==> src/rtl/dpcm_pkg.sv <==
// rtl/dpcm_pkg.sv - shared types and sizes for the two-channel DPCM APB scheduler
package dpcm_pkg;

  localparam int NUM_CH   = 2;
  localparam int SAMPLE_W = 8;

  typedef enum logic [2:0] {
    IDLE,
    PSETUP,
    PACCESS,
    SETUP,
    ACCESS,
    RESP
  } sched_state_t;

endpackage

==> src/rtl/dpcm_rr_arb.sv <==
// rtl/dpcm_rr_arb.sv - two-input round-robin arbiter, pointer moves only on a contested grant
module dpcm_rr_arb
  import dpcm_pkg::*;
(
  input  logic              clk_i,
  input  logic              rst_i,
  input  logic              en_i,
  input  logic [NUM_CH-1:0] req_i,
  output logic [NUM_CH-1:0] gnt_o
);

  logic rr_q;
  logic rr_d;

  // Single requester wins outright; on contention rr_q picks and then points at the loser
  always_comb begin
    gnt_o = '0;
    rr_d  = rr_q;
    case (req_i)
      2'b01: gnt_o = 2'b01;
      2'b10: gnt_o = 2'b10;
      2'b11: begin
        gnt_o = rr_q ? 2'b10 : 2'b01;
        rr_d  = ~rr_q;
      end
      default: gnt_o = '0;
    endcase
  end

  // Pointer advances only while the scheduler is able to accept a grant
  always_ff @(posedge clk_i or posedge rst_i) begin
    if (rst_i) begin
      rr_q <= 1'b0;
    end else if (en_i) begin
      rr_q <= rr_d;
    end
  end

endmodule

==> src/rtl/dpcm_apb_sched.sv <==
// rtl/dpcm_apb_sched.sv - APB master time-sharing one DPCM encoder between two sample channels
module dpcm_apb_sched
  import dpcm_pkg::*;
#(
  parameter int TIMEOUT = 15
) (
  input  logic                             pclk,
  input  logic                             preset,
  input  logic [NUM_CH-1:0]                req,
  input  logic [NUM_CH-1:0][SAMPLE_W-1:0]  req_data,
  output logic [NUM_CH-1:0]                req_ack,
  output logic [NUM_CH-1:0]                rsp_valid,
  output logic [SAMPLE_W-1:0]              rsp_data,
  output logic                             rsp_err,
  output logic                             psel,
  output logic                             penable,
  output logic                             pwrite,
  output logic [SAMPLE_W-1:0]              pwdata,
  input  logic [SAMPLE_W-1:0]              presult,
  input  logic                             pready,
  output logic                             busy
);

  localparam int CNT_W = (TIMEOUT < 1) ? 1 : $clog2(TIMEOUT + 1);

  sched_state_t                       state_q;
  logic                               g_q;
  logic [SAMPLE_W-1:0]                sample_q;
  logic [NUM_CH-1:0][SAMPLE_W-1:0]    ctx_q;
  logic                               last_ch_q;
  logic                               primed_q;
  logic [CNT_W-1:0]                   cnt_q;
  logic                               psel_q;
  logic                               penable_q;
  logic                               pwrite_q;
  logic [SAMPLE_W-1:0]                pwdata_q;
  logic [NUM_CH-1:0]                  rsp_valid_q;
  logic [SAMPLE_W-1:0]                rsp_data_q;
  logic                               rsp_err_q;

  logic [NUM_CH-1:0]                  gnt;
  logic                               g_d;
  logic                               prime_d;
  logic                               timed_out;

  dpcm_rr_arb u_arb (
    .clk_i (pclk),
    .rst_i (preset),
    .en_i  (state_q == IDLE),
    .req_i (req),
    .gnt_o (gnt)
  );

  // Granted channel index and whether the slave predictor must be restored first
  always_comb begin
    g_d       = gnt[1];
    prime_d   = !primed_q || (g_d != last_ch_q);
    timed_out = (cnt_q == CNT_W'(TIMEOUT));
  end

  // Accept is a same-cycle pulse in IDLE; held off while reset is asserted
  assign req_ack   = ((state_q == IDLE) && !preset) ? gnt : '0;
  assign busy      = (state_q != IDLE);
  assign psel      = psel_q;
  assign penable   = penable_q;
  assign pwrite    = pwrite_q;
  assign pwdata    = pwdata_q;
  assign rsp_valid = rsp_valid_q;
  assign rsp_data  = rsp_data_q;
  assign rsp_err   = rsp_err_q;

  // Scheduler FSM: grant, optional priming write, sample write, one-cycle response
  always_ff @(posedge pclk or posedge preset) begin
    if (preset) begin
      state_q     <= IDLE;
      g_q         <= 1'b0;
      sample_q    <= '0;
      ctx_q       <= '0;
      last_ch_q   <= 1'b0;
      primed_q    <= 1'b0;
      cnt_q       <= '0;
      psel_q      <= 1'b0;
      penable_q   <= 1'b0;
      pwrite_q    <= 1'b0;
      pwdata_q    <= '0;
      rsp_valid_q <= '0;
      rsp_data_q  <= '0;
      rsp_err_q   <= 1'b0;
    end else begin
      pwrite_q    <= 1'b1;
      rsp_valid_q <= '0;
      case (state_q)
        IDLE: begin
          if (|gnt) begin
            g_q      <= g_d;
            sample_q <= req_data[g_d];
            psel_q   <= 1'b1;
            if (prime_d) begin
              pwdata_q <= ctx_q[g_d];
              state_q  <= PSETUP;
            end else begin
              pwdata_q <= req_data[g_d];
              state_q  <= SETUP;
            end
          end
        end
        PSETUP, SETUP: begin
          penable_q <= 1'b1;
          cnt_q     <= '0;
          state_q   <= (state_q == PSETUP) ? PACCESS : ACCESS;
        end
        PACCESS, ACCESS: begin
          if (pready) begin
            if (state_q == PACCESS) begin
              // Priming result is meaningless; only the predictor restore matters
              primed_q  <= 1'b1;
              last_ch_q <= g_q;
              penable_q <= 1'b0;
              pwdata_q  <= sample_q;
              state_q   <= SETUP;
            end else begin
              ctx_q[g_q]       <= sample_q;
              rsp_data_q       <= presult;
              rsp_err_q        <= 1'b0;
              rsp_valid_q[g_q] <= 1'b1;
              psel_q           <= 1'b0;
              penable_q        <= 1'b0;
              state_q          <= RESP;
            end
          end else if (timed_out) begin
            // Slave state is now unknown, so force a restore on the next transfer
            primed_q         <= 1'b0;
            rsp_data_q       <= '0;
            rsp_err_q        <= 1'b1;
            rsp_valid_q[g_q] <= 1'b1;
            psel_q           <= 1'b0;
            penable_q        <= 1'b0;
            state_q          <= RESP;
          end else begin
            cnt_q <= cnt_q + CNT_W'(1);
          end
        end
        RESP: begin
          rsp_data_q <= '0;
          rsp_err_q  <= 1'b0;
          state_q    <= IDLE;
        end
        default: state_q <= IDLE;
      endcase
    end
  end

endmodule

==> config.mk <==
export PLATFORM = sky130hd
export DESIGN_NAME = dpcm_apb_sched
export DESIGN_NICKNAME = d
export VERILOG_FILES = /design/src/rtl/dpcm_pkg.sv /design/src/rtl/dpcm_rr_arb.sv /design/src/rtl/dpcm_apb_sched.sv
export SDC_FILE = /design/constraint.sdc
export NUM_CORES = 1
export LEC_CHECK = 0
export ABC_AREA = 0
export BUFFER_PORTS_ARGS = -buffer_cell sky130_fd_sc_hd__buf_4
export CAP_MARGIN = 10
export CORE_UTILIZATION = 60
export CTS_CLUSTER_SIZE = 10
export DETAILED_ROUTE_END_ITERATION = 12
export GPL_TIMING_DRIVEN = 0
export PLACE_DENSITY = 0.85
export SLEW_MARGIN = 40
export SYNTH_ARGS = -nofsm -noshare
export SYNTH_HDL_FRONTEND = slang
export SYNTH_SLANG_ARGS = --single-unit
==> constraint.sdc <==
create_clock -name pclk -period 3.5 [get_ports pclk]
set_input_delay 0.35 -clock pclk [delete_from_list [all_inputs] [get_ports pclk]]
set_output_delay 0.35 -clock pclk [all_outputs]
set_load 0.005 [all_outputs]
**Word level (Yosys, flattened, before mapping)**

Index checks and enable logic that the tools add are counted.

- Add/subtract/negate cells: 1
- Order comparisons: 3
- Eq/ne operators: 18
- Muxes and demuxes: 47
- Bitwise gates (word level): 2
- Reduce and logical (&&, ||, !) cells: 25

Operator list:

| kind | number |
|---|---|
| 8-bit two-way mux | 12 |
| 8-bit one-hot mux with 2 select lines | 2 |
| 16-bit bitwise mux | 1 |
| 3-bit two-way mux | 5 |
| 3-bit AND reduction | 5 |
| 2-bit two-way mux | 7 |
| 1-bit two-way mux | 10 |
| 2-bit inequality test (second input constant) | 5 |
| 3-bit one-hot mux with 3 select lines | 1 |
| 8-bit demux with 1-bit select | 1 |
| 4-bit two-way mux | 2 |
| 4-bit one-hot mux with 2 select lines | 1 |
| 2-bit AND reduction | 4 |
| 4-bit AND reduction | 2 |
| 2-bit nonzero test | 4 |
| 3-bit by 2-bit equality test with 1-bit output (second input constant) | 2 |
| 3-bit equality test (second input constant) | 2 |
| 3-bit inequality test (second input constant) | 2 |
| 1-bit one-hot mux with 2 select lines | 3 |
| 2-bit one-hot mux with 3 select lines | 1 |
| 2-bit OR reduction | 3 |
| 4-bit by 1-bit adder with 4-bit output (second input constant) | 1 |
| 2-bit equality test (second input constant) | 2 |
| 4-bit equality test (second input constant) | 1 |
| other kinds (13) | 17 |

- Flip-flop bits (word level): 57
- Input port bits: 29
- Output and inout port bits: 25
- Logic and storage cells: 112

**Logic depth before layout (Yosys ltp)**

- Depth after elaboration: 7
- Depth in mapped cells: 6
- Gate-level depth less buffers: 5

**Cells and area by module**

A second synthesis with hierarchy kept.

- Cell total of the unflattened synthesis: 269
- Area, all modules: 2,875.3 um2

By module, submodules not included:

| module | instances | cells an instance | area each (um2) | sequential area each (um2) |
|---|---|---|---|---|
| dpcm_apb_sched | 1 | 262 | 2,813.9 | 1,401.3 |
| dpcm_rr_arb | 1 | 7 | 61.3 | 25.0 |

**Worst setup path after synthesis**

No wires, ideal clock.

- Kind: input to output
- From: input preset
- To: output req_ack[0]
- Data arrival time: 1.928 ns
- Data required time: 3.150 ns
- Path slack: 1.222 ns
- Cell stages on the path: 2
- Buffers on the path: 0
- Cell sequence: inv_1 > and4_1

- Longest elaborated chain between the ends: 3

Ends and longest elaborated chain:

| item | RTL line | source |
|---|---|---|
| start: declaration | dpcm_apb_sched.sv:8 | `input logic preset,` |
| 1-bit logical NOT (no line) | n/a |  |
| 1-bit logical AND | dpcm_apb_sched.sv:62 | `assign req_ack = ((state_q == IDLE) && !preset) ? gnt : '0;` |
| 2-bit two-way mux | dpcm_apb_sched.sv:62 |  |
| end: declaration | dpcm_apb_sched.sv:11 | `output logic [NUM_CH-1:0] req_ack,` |

No other way between the ends.

**Worst setup path after layout**

Same ends and word-level chain as after synthesis.

==> impl_metrics.env <==
export IMPL_syn_inst=277
export IMPL_path_class="input pin to output port"
export IMPL_vias_per_cell=6.153
export IMPL_syn_area_um2=3022
export IMPL_hold_buffers=1
export IMPL_startpoint_type="input pin"
export IMPL_relSlewSlack=0.4070
export IMPL_rsz0062_at_grt="no"
export IMPL_numCtsBuffers=9
export IMPL_synth_edf_count=0
export IMPL_drive_above_1_share=0.3333
export IMPL_slowest_stage="dlygate4sd3_1"
export IMPL_globalRouteOverflowTotal=0
export IMPL_clkSinkCount=57
export IMPL_syn_avg_cell_area_um2=10.91
export IMPL_place_area_um2=3511
export IMPL_wl_per_cell_um=17.96
export IMPL_dieWidth_um=72.97
export IMPL_hold_path_class="input pin to flip-flop"
export IMPL_design_area_um2=3716
export IMPL_nNetsFinal=371
export IMPL_yosysSeqAreaShare=0.4720
export IMPL_end_kind="output port"
export IMPL_clock_latency_ns=0.34
export IMPL_cts_buffer_depth=2
export IMPL_syn2layout_area_growth_pct=22.98
export IMPL_finClkSkew_ns=0.01293
export IMPL_die_y_um=72.97
export IMPL_syn_nets=307
export IMPL_clk_pin_slew_worst_paths_ns=0.06
export IMPL_insertedDiodeCount=0
export IMPL_crit_top_cell="buf_4"
export IMPL_yosysTopAreaCellShare=0.4720
export IMPL_num_rows=25
export IMPL_place_hpwl_mm=4.859
export IMPL_drtAntennaViolNets=0
export IMPL_io_pin_count=54
export IMPL_routed_wirelength_mm=7.401
export IMPL_ys_top_cells_by_count="dfrtp_1 (57), nand2_1 (27), o21ai_1 (18)"
export IMPL_gp_congestion=0.8597
export IMPL_drtIter0Drc=211
export IMPL_coreArea_um2=4786
export IMPL_post_cts_buffers=0
export IMPL_synth_distinct_cells=59
export IMPL_drc=0
export IMPL_num_vias=2535
export IMPL_p_leak_uw=0.001760
export IMPL_post_cts_resized=0
export IMPL_crit_arrival_ns=1.90
export IMPL_yosysMostFrequentCell="dfrtp_1"
export IMPL_tns_ns=0
export IMPL_ys_seq_elements=57
export IMPL_initial_utilization=0.6314
export IMPL_power_uw=2987
export IMPL_portBuffers=51
export IMPL_peakVddDrop_v=0.0005258
export IMPL_fin_crit_ns=2.252
export IMPL_fmax_mhz=444.1
export IMPL_cts_root_buffer_cell="clkbuf_8"
export IMPL_ys_top_cells_by_area="dfrtp_1 (47%), mux2_4 (4.0%), mux2_1 (3.4%), nand2_1 (3.4%), mux2i_1 (3.3%)"
export IMPL_grt_usage=0.3098
export IMPL_dieArea_um2=5324
export IMPL_synth_top_area_cell="dfrtp_1"
export IMPL_crit_path_max_incr_delay_ns=0.55
export IMPL_cts_tree="done"
export IMPL_antenna_found_initial=0
export IMPL_status="finished clean"
export IMPL_crit_fanout=41
export IMPL_drv_slew=0
export IMPL_worst_slew_pin_slew_ns=0.8880
export IMPL_grt_max_degree=42
export IMPL_synth_async_reset_ratio=1.000
export IMPL_path_cells="dlygate4sd3_1 -> buf_4 -> inv_4 -> buf_12 -> and4_1 -> buf_4"
export IMPL_report_final_hold_viol_count=0
export IMPL_maxCapViolCount=0
export IMPL_post_route_period_util=0.6434
export IMPL_setup_viol=0
export IMPL_dr_pass1_iters=5
export IMPL_h_tree_depth=3
export IMPL_required_ns=3.15
export IMPL_ys_flop_type="dfrtp_1"
export IMPL_synth_warnings=0
export IMPL_power_density_nw_per_um2=803.7
export IMPL_first_global_vias=2491
export IMPL_grt_first_pass_wirelength_mm=12.11
[area by class of cell]
cell class | instances | area, um2
multi-input cells | 195 | 1443
flip-flops and latches | 57 | 1426
fillers | 346 | 1070
repair buffers | 53 | 412.9
clock buffers | 12 | 155.1
plain buffers | 17 | 122.6
well taps | 67 | 83.83
clock inverters | 3 | 40.04
inverters | 8 | 32.53
[where the power goes]
group | internal (uW) | leakage, uW | switching (uW) | total, uW
clock network | 361 | 0.000102 | 261 | 622
registers | 919 | 0.000723 | 197 | 1120
logic | 597 | 0.000934 | 651 | 1250
[metal layers]
layer	track usage	share of wire	routed length (um)	up-vias
met4	0.1242	0.020	150	0
met3	0.08425	0.073	540	17
li1	-	-	-	1154
met2	0.4974	0.48	3553	135
met1	0.3995	0.43	3158	1229
met5	0	0	0	-
[sequential cells by signal, indices dropped and copies added, names as in the netlist]
register / cells
state_q: 3
pwrite: 1
last_ch_q: 1
rsp_valid: 2
sample_q: 8
cnt_q: 4
rsp_data: 8
psel: 1
u_arb.rr_q: 1
pwdata: 8
g_q: 1
rsp_err: 1
penable: 1
ctx_q: 16
primed_q: 1
[stage by stage]
stage	util	instances	worst slack (ns)	hold slack, ns
2_1_floorplan	-	277	1.222	0.4563
3_3_place_gp	0.7289	395	0.4742	0.4813
3_5_place_dp	0.7336	396	1.725	0.3179
4_1_cts	0.7765	412	1.240	0.2273
5_1_grt	0.7765	412	1.135	0.2294
6_report	0.7765	412	1.248	0.2377
[worst paths after layout]
kind                                 start          end  slack [ns]  depth (start not counted)
worst max-delay path                preset   req_ack[0]        1.25                          6
worst min-delay path            presult[1]  rsp_data[1]        0.24                          3
worst max register to register  state_q[1]    pwdata[2]        1.66                          4
worst min register to register        psel         psel        0.50                          1
max in group asynchronous           preset     ctx_q[5]        2.49                          4
min in group asynchronous           preset     cnt_q[2]        0.52                          3
[layout by cell type (no fill, tap or decap), types with 4 or more instances in the layout]
master     n
mux2i_1   10
a21oi_1    9
nand3_1   10
nor2_1    10
mux2_1     9
mux2_4     8
dfrtp_1   57
o221ai_1   4
a22oi_1    9
buf_6      6
o21ai_1   18
nand2b_1   4
nand2_1   27
clkbuf_8  11
o21ai_0    6
a211o_1    5
inv_1      4
or3_1      5
o31ai_2    4
buf_4     52
buf_2      8
nor3_1     9
[kinds of logic (layout without fill, tap and decap cells)]
| logic type | count (synthesis) | count (layout) | share of synthesized area |
|---|---|---|---|
| adder cells (fa/ha/maj) | 1 | 1 | 0.004140 |
| buffers and inverters | 25 | 93 | 0.05052 |
| multiplexers | 27 | 27 | 0.1064 |
| AO/OA/AOI/OAI | 80 | 80 | 0.2054 |
| flip-flops | 57 | 57 | 0.4721 |
| AND/OR/NAND/NOR | 84 | 84 | 0.1545 |
| other | 1 | 1 | 0.001241 |
| XOR/XNOR | 2 | 2 | 0.005798 |
[worst max-delay path, delay by kind of cell]
family	cells	cell delay [ns]
simple gates	1	0.26
buf+inv	5	1.29
Note: power is estimated with default switching activity, not from simulation.
